===== src/rtl/if_fetch_unit_if.sv =====
// if_fetch_unit_if: fetch-unit bus bundle.
// Carries the control inputs (redirect_valid, redirect_pc, halt, id_ready),
// the memory port (mem_req, mem_addr, mem_gnt, mem_rvalid, mem_rdata) and
// the instruction-queue head toward IF/ID (if_valid, if_pc, if_pc4, if_inst).
// master = fetch unit, slave = surrounding pipeline/memory.
interface if_fetch_unit_if;
   logic        redirect_valid;
   logic [31:0] redirect_pc;
   logic        halt;
   logic        id_ready;
   logic        mem_req;
   logic [31:0] mem_addr;
   logic        mem_gnt;
   logic        mem_rvalid;
   logic [31:0] mem_rdata;
   logic        if_valid;
   logic [31:0] if_pc;
   logic [31:0] if_pc4;
   logic [31:0] if_inst;
   modport master (
      input  redirect_valid, redirect_pc, halt, id_ready, mem_gnt, mem_rvalid, mem_rdata,
      output mem_req, mem_addr, if_valid, if_pc, if_pc4, if_inst
   );
   modport slave (
      output redirect_valid, redirect_pc, halt, id_ready, mem_gnt, mem_rvalid, mem_rdata,
      input  mem_req, mem_addr, if_valid, if_pc, if_pc4, if_inst
   );
endinterface


===== src/rtl/if_fetch_unit.sv =====
// if_fetch_unit: instruction fetch with one outstanding request and a 2-entry queue.
// Ports: clk, reset (sync, active-high) and bus (if_fetch_unit_if.master) carrying
// redirect/halt/id_ready controls, the memory request/response port and the
// queue head (if_valid/if_pc/if_pc4/if_inst) toward IF/ID.
module if_fetch_unit #(
   parameter logic [31:0] RESET_PC = 32'h0000_0000,
   parameter int          QDEPTH   = 2
) (
   input logic           clk,
   input logic           reset,
   if_fetch_unit_if.master bus
);
   typedef enum logic [1:0] {IDLE, WAIT, HALTED} state_t;
   state_t      state_q, state_d;
   logic [31:0] pc_q, pc_d, req_pc_q, req_pc_d;
   logic        drop_q, drop_d;
   logic [1:0]  count_q, count_d;
   logic        wr_ptr_q, wr_ptr_d, rd_ptr_q, rd_ptr_d;
   logic [31:0] qpc_q [QDEPTH];
   logic [31:0] qinst_q [QDEPTH];
   logic        resp, issue, push, pop;
   // Only IDLE can issue, so nothing is outstanding and count < QDEPTH keeps a slot free for the reply.
   assign bus.mem_req  = !reset && state_q == IDLE && !bus.halt && !bus.redirect_valid && int'(count_q) < QDEPTH;
   assign bus.mem_addr = pc_q;
   assign bus.if_valid = !reset && count_q != 2'd0;
   assign bus.if_pc    = bus.if_valid ? qpc_q[rd_ptr_q] : 32'h0;
   assign bus.if_pc4   = bus.if_valid ? qpc_q[rd_ptr_q] + 32'd4 : 32'h0;
   assign bus.if_inst  = bus.if_valid ? qinst_q[rd_ptr_q] : 32'h0;
   assign resp  = state_q == WAIT && bus.mem_rvalid;
   assign issue = bus.mem_req && bus.mem_gnt;
   assign push  = resp && !drop_q && !bus.redirect_valid;
   assign pop   = bus.if_valid && bus.id_ready && !bus.redirect_valid;
   always_comb begin
      state_d  = state_q;
      pc_d     = pc_q;
      req_pc_d = req_pc_q;
      drop_d   = drop_q;
      count_d  = count_q + {1'b0, push} - {1'b0, pop};
      wr_ptr_d = wr_ptr_q ^ push;
      rd_ptr_d = rd_ptr_q ^ pop;
      if (issue) begin
         pc_d     = pc_q + 32'd4;
         req_pc_d = pc_q;
         state_d  = WAIT;
      end else if (state_q == IDLE && bus.halt)
         state_d = HALTED;
      else if (state_q == HALTED && !bus.halt)
         state_d = IDLE;
      else if (resp) begin
         state_d = bus.halt ? HALTED : IDLE;
         drop_d  = 1'b0;
      end else if (state_q == WAIT && bus.redirect_valid)
         drop_d = 1'b1;
      // A reply landing in the redirect cycle is discarded right here, so drop is only armed when it is still pending.
      if (bus.redirect_valid) begin
         count_d  = 2'd0;
         wr_ptr_d = 1'b0;
         rd_ptr_d = 1'b0;
         pc_d     = bus.redirect_pc & ~32'h3;
      end
   end
   always_ff @(posedge clk) begin
      if (reset) begin
         state_q  <= IDLE;
         pc_q     <= RESET_PC;
         req_pc_q <= RESET_PC;
         drop_q   <= 1'b0;
         count_q  <= 2'd0;
         wr_ptr_q <= 1'b0;
         rd_ptr_q <= 1'b0;
      end else begin
         state_q  <= state_d;
         pc_q     <= pc_d;
         req_pc_q <= req_pc_d;
         drop_q   <= drop_d;
         count_q  <= count_d;
         wr_ptr_q <= wr_ptr_d;
         rd_ptr_q <= rd_ptr_d;
      end
   end
   always_ff @(posedge clk) begin
      if (push) begin
         qpc_q[wr_ptr_q]   <= req_pc_q;
         qinst_q[wr_ptr_q] <= bus.mem_rdata;
      end
   end
endmodule


===== src/flat_wrapper.sv =====
// flat-port wrapper written by rule: the top's interface ports become plain ports
module if_fetch_unit_flat 
#(
   parameter logic [31:0] RESET_PC = 32'h0000_0000,
   parameter int          QDEPTH   = 2
)
  (clk, reset, bus_redirect_valid, bus_redirect_pc, bus_halt, bus_id_ready, bus_mem_gnt, bus_mem_rvalid, bus_mem_rdata, bus_mem_req, bus_mem_addr, bus_if_valid, bus_if_pc, bus_if_pc4, bus_if_inst);
  if_fetch_unit_if bus_i ();
  input logic clk;
  input logic reset;
  input wire logic [$bits(bus_i.redirect_valid)-1:0] bus_redirect_valid;
  input wire logic [$bits(bus_i.redirect_pc)-1:0] bus_redirect_pc;
  input wire logic [$bits(bus_i.halt)-1:0] bus_halt;
  input wire logic [$bits(bus_i.id_ready)-1:0] bus_id_ready;
  input wire logic [$bits(bus_i.mem_gnt)-1:0] bus_mem_gnt;
  input wire logic [$bits(bus_i.mem_rvalid)-1:0] bus_mem_rvalid;
  input wire logic [$bits(bus_i.mem_rdata)-1:0] bus_mem_rdata;
  output wire logic [$bits(bus_i.mem_req)-1:0] bus_mem_req;
  output wire logic [$bits(bus_i.mem_addr)-1:0] bus_mem_addr;
  output wire logic [$bits(bus_i.if_valid)-1:0] bus_if_valid;
  output wire logic [$bits(bus_i.if_pc)-1:0] bus_if_pc;
  output wire logic [$bits(bus_i.if_pc4)-1:0] bus_if_pc4;
  output wire logic [$bits(bus_i.if_inst)-1:0] bus_if_inst;
  assign bus_i.redirect_valid = bus_redirect_valid;
  assign bus_i.redirect_pc = bus_redirect_pc;
  assign bus_i.halt = bus_halt;
  assign bus_i.id_ready = bus_id_ready;
  assign bus_i.mem_gnt = bus_mem_gnt;
  assign bus_i.mem_rvalid = bus_mem_rvalid;
  assign bus_i.mem_rdata = bus_mem_rdata;
  assign bus_mem_req = bus_i.mem_req;
  assign bus_mem_addr = bus_i.mem_addr;
  assign bus_if_valid = bus_i.if_valid;
  assign bus_if_pc = bus_i.if_pc;
  assign bus_if_pc4 = bus_i.if_pc4;
  assign bus_if_inst = bus_i.if_inst;
  if_fetch_unit #(.RESET_PC(RESET_PC), .QDEPTH(QDEPTH)) u_core (.clk(clk), .reset(reset), .bus(bus_i));
endmodule

===== config.mk =====
export PLATFORM = sky130hd
export DESIGN_NAME = if_fetch_unit_flat
export DESIGN_NICKNAME = d
export VERILOG_FILES = /design/src/rtl/if_fetch_unit_if.sv /design/src/rtl/if_fetch_unit.sv /design/src/flat_wrapper.sv
export SDC_FILE = /design/constraint.sdc
export NUM_CORES = 1
export LEC_CHECK = 0
export CORE_ASPECT_RATIO = 0.6
export CORE_MARGIN = 2
export CORE_UTILIZATION = 46
export DETAILED_ROUTE_END_ITERATION = 10
export GPL_TIMING_DRIVEN = 0
export MAX_ROUTING_LAYER = met4
export PLACE_DENSITY = 0.81
export SYNTH_ARGS = -nofsm -noshare
export SYNTH_HDL_FRONTEND = slang
export SYNTH_SLANG_ARGS = --single-unit

===== constraint.sdc =====
create_clock -name clk -period 4.05 [get_ports clk]
set_input_delay 0.81 -clock clk [delete_from_list [all_inputs] [get_ports clk]]
set_output_delay 0.81 -clock clk [all_outputs]
set_load 0.02 [all_outputs]

Yosys cells after proc, flatten, opt, wreduce, memory -nomap -nowiden
Memories as Yosys holds them, arrays and structs flattened. A register that Yosys moved wholly into a read port is not among the register bits.
Cells that the tools add are included.
{"block": "word_totals", "reg_bits": 71, "ramBits": 128, "memories": 2, "out_inout_bits": 130, "word_cells": 66}
{"block": "classes", "addsub": 4, "n_lt_le_gt_ge": 1, "n_mux": 16, "eq_ne": 2, "bitwise": 5, "reduce_logical": 27}
{"name": "u_core.qinst_q", "depth": 2, "word_bits": 32, "rd": 1, "rd_clocked_by_memory_dff": 1, "write_ports": 1, "line_no": "if_fetch_unit.sv:20", "rtl": "logic [31:0] qinst_q [QDEPTH];"}
{"name": "u_core.qpc_q", "depth": 2, "word_bits": 32, "rd": 1, "rd_clocked_by_memory_dff": 1, "write_ports": 1, "line_no": "if_fetch_unit.sv:19", "rtl": "logic [31:0] qpc_q [QDEPTH];"}
{"op": "$mux 32", "count": 5}
{"op": "$add 32x3->32 const B", "count": 2}
{"op": "$logic_and 1x1->1", "count": 14}
{"op": "$mux 2", "count": 4}
{"op": "$mux 1", "count": 7}
{"op": "$reduce_bool 2->1", "count": 3}
{"op": "$logic_not 1->1", "count": 4}
{"op": "$reduce_and 4->1", "count": 1}
{"op": "$reduce_bool 4->1", "count": 1}
{"op": "$reduce_or 2->1", "count": 2}
{"op": "$not 1->1", "count": 3}
{"op": "$reduce_bool 3->1", "count": 1}
{"op": "$add 2x1->2", "count": 1}
{"op": "$eq 2x1->1 const B", "count": 1}
{"op": "$eq 2x2->1 const B", "count": 1}
{"op": "$logic_not 2->1", "count": 1}
{"op": "$lt 2x2->1 const B", "count": 1}
{"op": "$sub 2x1->2", "count": 1}
{"op": "$xor 1x1->1", "count": 2}

Depth between registers and ports, before layout
Gate-level depths: netlist (run 1).
{"block": "depth", "word_depth": 8, "ltp_mapped": 10, "ltp_nobuf": 8}

Least setup slack after synthesis (run 1)
No wires, ideal clock.
{"block": "synth_timing", "path_type": "reg2out", "startpoint": "register u_core.rd_ptr_q (netlist name)", "endpoint": "output bus_if_pc4[28]", "t_arrival_ps": 3108, "stages_incl_launch_ff": 11, "path_slack_ps": 132, "path_cell_list": "dfxtp_1 -> clkbuf_1 -> buf_1 -> buf_2 -> mux2_2 -> ha_1 -> inv_1 -> a211oi_2 -> nand3_1 -> a2111oi_0 -> mux2_2"}
{"item": "end: declaration", "line_no": "flat_wrapper.sv:22", "rtl": "output wire logic [$bits(bus_i.if_pc4)-1:0] bus_if_pc4;"}

==> results of run 1 <==
==> power by group through the flow <==
stage | clock [mW] | combinational [mW] | sequential, mW
2_1_floorplan | 0 | 0.0975 | 2.17
3_3_place_gp | 0 | 0.256 | 2.16
3_5_place_dp | 0 | 0.260 | 2.16
4_1_cts | 1.62 | 0.267 | 2.12
5_1_grt | 1.71 | 0.291 | 2.12
6_report | 1.62 | 0.274 | 2.12
==> area by class of cell <==
class | instances | share of cell area, %
Tap cell | 246 | 2.61
Sequential cell | 191 | 42.9
Buffer | 54 | 2.49
Inverter | 19 | 0.604
Clock inverter | 15 | 1.16
Multi-Input combinational cell | 569 | 29.7
Clock buffer | 17 | 3.61
Timing Repair Buffer | 202 | 16.9
==> logic make-up (layout without fill, tap and decap cells) <==
group | after synthesis | after routing | share of synthesized area, %
flip-flops | 191 | 191 | 57.9
other | 1 | 6 | 0.0429
AO/OA/AOI/OAI | 145 | 145 | 10.2
XOR/XNOR | 20 | 20 | 2.00
adder cells (fa/ha/maj) | 6 | 6 | 0.858
buffers and inverters | 75 | 307 | 3.60
multiplexers | 67 | 67 | 7.78
AND/OR/NAND/NOR | 325 | 325 | 17.6
==> cell usage after synthesis (12+ instances only) <==
| cell type | n |
|---|---|
| sky130_fd_sc_hd__edfxtp_1 | 124 |
| sky130_fd_sc_hd__nand2_1 | 108 |
| sky130_fd_sc_hd__nor2_1 | 94 |
| sky130_fd_sc_hd__dfxtp_1 | 67 |
| sky130_fd_sc_hd__mux2i_1 | 59 |
| sky130_fd_sc_hd__a21oi_1 | 57 |
| sky130_fd_sc_hd__clkbuf_1 | 34 |
| sky130_fd_sc_hd__nand3_1 | 22 |
| sky130_fd_sc_hd__nand4_1 | 22 |
| sky130_fd_sc_hd__o21ai_0 | 20 |
| sky130_fd_sc_hd__inv_1 | 19 |
| sky130_fd_sc_hd__a31oi_1 | 17 |
| sky130_fd_sc_hd__xnor2_1 | 14 |
| sky130_fd_sc_hd__nor3_1 | 12 |
==> sequential cells by signal, summed over array words and instances (netlist names) <==
| name | cells |
|---|---|
| u_core.rd_ptr_q | 1 |
| u_core.state_q | 2 |
| u_core.drop_q | 1 |
| u_core.bus.mem_addr | 30 |
| u_core.qpc_q | 60 |
| u_core.req_pc_q | 30 |
| u_core.count_q | 2 |
| u_core.wr_ptr_q | 1 |
| u_core.qinst_q | 64 |
==> worst min path at each step <==
stage / from / endpoint / slack [ns] / cells past startpoint
after global routing: u_core.req_pc_q[4]$_SDFFE_PP0P_ / u_core.qpc_q[1][4]$_DFFE_PP_ / 0.47 / 0
final: u_core.req_pc_q[3]$_SDFFE_PP0P_ / u_core.qpc_q[1][3]$_DFFE_PP_ / 0.46 / 0
after CTS: u_core.req_pc_q[4]$_SDFFE_PP0P_ / u_core.qpc_q[1][4]$_DFFE_PP_ / 0.46 / 0
after detailed placement: u_core.req_pc_q[4]$_SDFFE_PP0P_ / u_core.qpc_q[0][4]$_DFFE_PP_ / 0.44 / 0
after floorplan: u_core.req_pc_q[10]$_SDFFE_PP0P_ / u_core.qpc_q[0][10]$_DFFE_PP_ / 0.43 / 0
after global placement: u_core.req_pc_q[3]$_SDFFE_PP0P_ / u_core.qpc_q[1][3]$_DFFE_PP_ / 0.43 / 0
==> stage by stage <==
stage	std cells	setup TNS, ns	instance area (sq um)
6_report	1313	0	11800
4_1_cts	1311	0	11700
3_5_place_dp	1273	-37.17	11000
2_1_floorplan	835	0	8770
5_1_grt	1313	-0.0471	11800
3_3_place_gp	1272	-133.98	11000
==> per-layer routing <==
| layer | part of all wire (%) | up-vias | global-route usage, % | wire [um] |
|---|---|---|---|---|
| li1 | - | 3478 | - | - |
| met1 | 45 | 3664 | 38.4 | 11700 |
| met2 | 42 | 479 | 36.2 | 10900 |
| met3 | 12 | 33 | 8.84 | 3220 |
| met4 | 1.2 | 0 | 6.99 | 301 |
| met5 | 0 | - | - | 0 |
==> what timing repair did <==
item | 4_1_cts | 5_1_grt
pin swaps | 4 | 4
gates resized for setup | 47 | 19
setup endpoints to repair | 86 | 38
hold buffers | 0 | 0
setup buffers | 7 | 3
==> critical path: cells and delay by family, from the launching register on <==
family / cells / cell delay, ns
buffers and inverters: 6 / 0.82
DFF: 1 / 0.35
and+or+nand+nor: 2 / 0.61
AOI/OAI and AO/OA: 1 / 0.24
adders and majority gates: 1 / 0.15
muxes: 2 / 0.61
==> qor_table.md, run 1 <==
| Metric | Reported |
| --- | --- |
| Status | finished, final reports clean |
| Sequential Power Share | 52.9% |
| Synth top area cells | sky130_fd_sc_hd__edfxtp_1, sky130_fd_sc_hd__dfxtp_1, sky130_fd_sc_hd__mux2i_1 |
| Worst slew margin relative to its limit | 38.1% |
| Endpoint of the most critical setup path | bus_if_pc4[26] |
| Pre-CTS setup slack | -1.43 ns |
| Portion of total power attributed to the clock network | 40.3% |
| First-pass GRT wire length | 39.9 mm |
| Fin. Hold Viols | 0 |
| Vias/cell | 5.83 |
| Pwr Total | 4.01 mW |
| Critical path startpoint category | register |
| Sort of element at the end of the critical path | output pin |
| Number of placement rows | 39 |
| Arrival time worst endpoint | 3.23 ns |
| Number of design-rule violations left by the first detailed-router iteration | 1061 |
| Number of global-route vias before repair | 7210 |
| HPWL after DPL | 18.8 mm |
| DRC errors left | 0 |
| Crit path time final | 4.04 ns |
| Crit path launch | u_core.rd_ptr_q$_SDFF_PP0_ |
| Multi-input gate area in the final layout | 3500 sq um |
| Maximum number of pins on one net before global-route repair | 63 |
| Worst-Margin Slew | 0.928 ns |
| Cell area after synthesis | 8750 sq um |
| Avg Inst Size Synth | 10.5 sq um |
| Cell at the slowest stage of the critical path | sky130_fd_sc_hd__mux2_2 |
| Post-synth top area cell | sky130_fd_sc_hd__edfxtp_1 |
| Power dissipated by switching net loads | 0.940 mW |
| Sequential Area | 5070 sq um |
| TritonCTS buffer count | 17 |
| Final antenna diode count | 0 |
| Die Height | 111 um |
| Die Area | 20200 sq um |
| Highest Clock Rate | 0.248 GHz |
| Clock-pin slew on the worst setup and hold paths | 0.07 ns |
| Total Routed Length | 26.1 mm |
| Number of synthesized flops with an enable pin | 124 |
| Cell occurring most often along the worst timing path | sky130_fd_sc_hd__buf_12 |
| Overall overflow remaining after global route | 0 |
| Routed wire length per instance | 19.9 um |
| Synth-to-Final Area Change | 34.9% |
| Worst setup path category | register to output pin |
| Worst endpoint required time | 3.24 ns |
| Beginning of the worst register-to-register path | u_core.state_q[0]$_SDFFE_PP0P_ |
| Boundary pin count | 201 |
| CTS root buf | sky130_fd_sc_hd__clkbuf_16 |
| Chain of cells forming the critical path | clkbuf_8 -> buf_8 -> buf_12 -> mux2_4 -> ha_4 -> inv_2 -> a211oi_4 -> buf_12 -> nand4_1 -> nor4_2 -> mux2_2 -> buf_2 |
| Number of pins with negative max-slew slack in the final report | 0 |
| Leading cell type in the layout, fill and taps excluded | sky130_fd_sc_hd__clkdlybuf4s50_1 |
| Final clock period utilization by the worst path | 99.7% |
| Final GP Congestion | 0.945 |
| Number of synthesized register bits | 191 |
| Clock Skews | 0.0130 ns |
| Yosys Warn Count | 0 |
| Layout fillers | 1520 |
| Register-to-register path setup slack | 0.98 ns |
| Async set-reset flop share out of synthesis | 0% |
| Critical-path maximum fanout | 10 |
| Number of buffer cells added on primary ports | 191 |
| Die width | 182 um |
| Number of max-capacitance violations reported | 0 |
| TritonCTS sink count | 191 |
| Post-route core utilization | 62.6% |
| Later-pin clock latency in the skew report | 0.44 ns |
| Overall global routing resource usage | 26.7% |
| DR pass1 iterations | 5 |
| Core region area | 18800 sq um |
| Worst r2r dst | u_core.bus.mem_addr[17]$_SDFFE_PP0P_ |
| Sw Share | 23.4% |
| Maximum buffer depth of the clock tree | 2 |
| Starting density of the core | 46.4% |
| Area share of the leading cell type in the synthesized netlist | 42.6% |
| Most used flip-flop cell after synthesis | sky130_fd_sc_hd__edfxtp_1 |
| Delay of the slowest critical-path stage | 0.39 ns |
| Post-synth cell types | 51 |
| Hold Worst Slack | 0.457 ns |
| Clock tree from TritonCTS | yes |
| Number of instances in the synthesized netlist | 830 |
| Peak supply drop | 0.273 mV |
| Power per standard cell area | 340 nW/um^2 |
| Setup-failing EPs final | 0 |
| Part of the total power dissipated in combinational logic | 6.8% |
| Most frequent cells in the layout | sky130_fd_sc_hd__clkdlybuf4s50_1, sky130_fd_sc_hd__edfxtp_1, sky130_fd_sc_hd__nand2_1, sky130_fd_sc_hd__nor2_1, sky130_fd_sc_hd__dfxtp_1 |
| Final Worst Setup Slack | 0.0110 ns |
| Vias | 7654 |
| Number of routed nets with antenna violations | 0 |
| Path class of the lowest-slack min-delay path | register to register |
| Share of layout cells above drive strength 1 | 9.37% |
| Static power due to leakage | 3.84 nW |
| R2r worst-path depth | 7 |
| Internal power contribution | 3.07 mW |
| Initial antenna violation count | 0 |
| Portion of the post-synthesis area used by sequential elements | 57.9% |
| Total number of nets in the final design | 1131 |
| H-tree Lvls | 4 |
Note: power is estimated with default switching activity, not from simulation.
==> inputs of run 2 (changes only) <==
Settings changed: CTS_CLUSTER_DIAMETER set to 30.
==> results of run 2 <==
No change in the layout: final DEF, timing and power equal those of run 1.
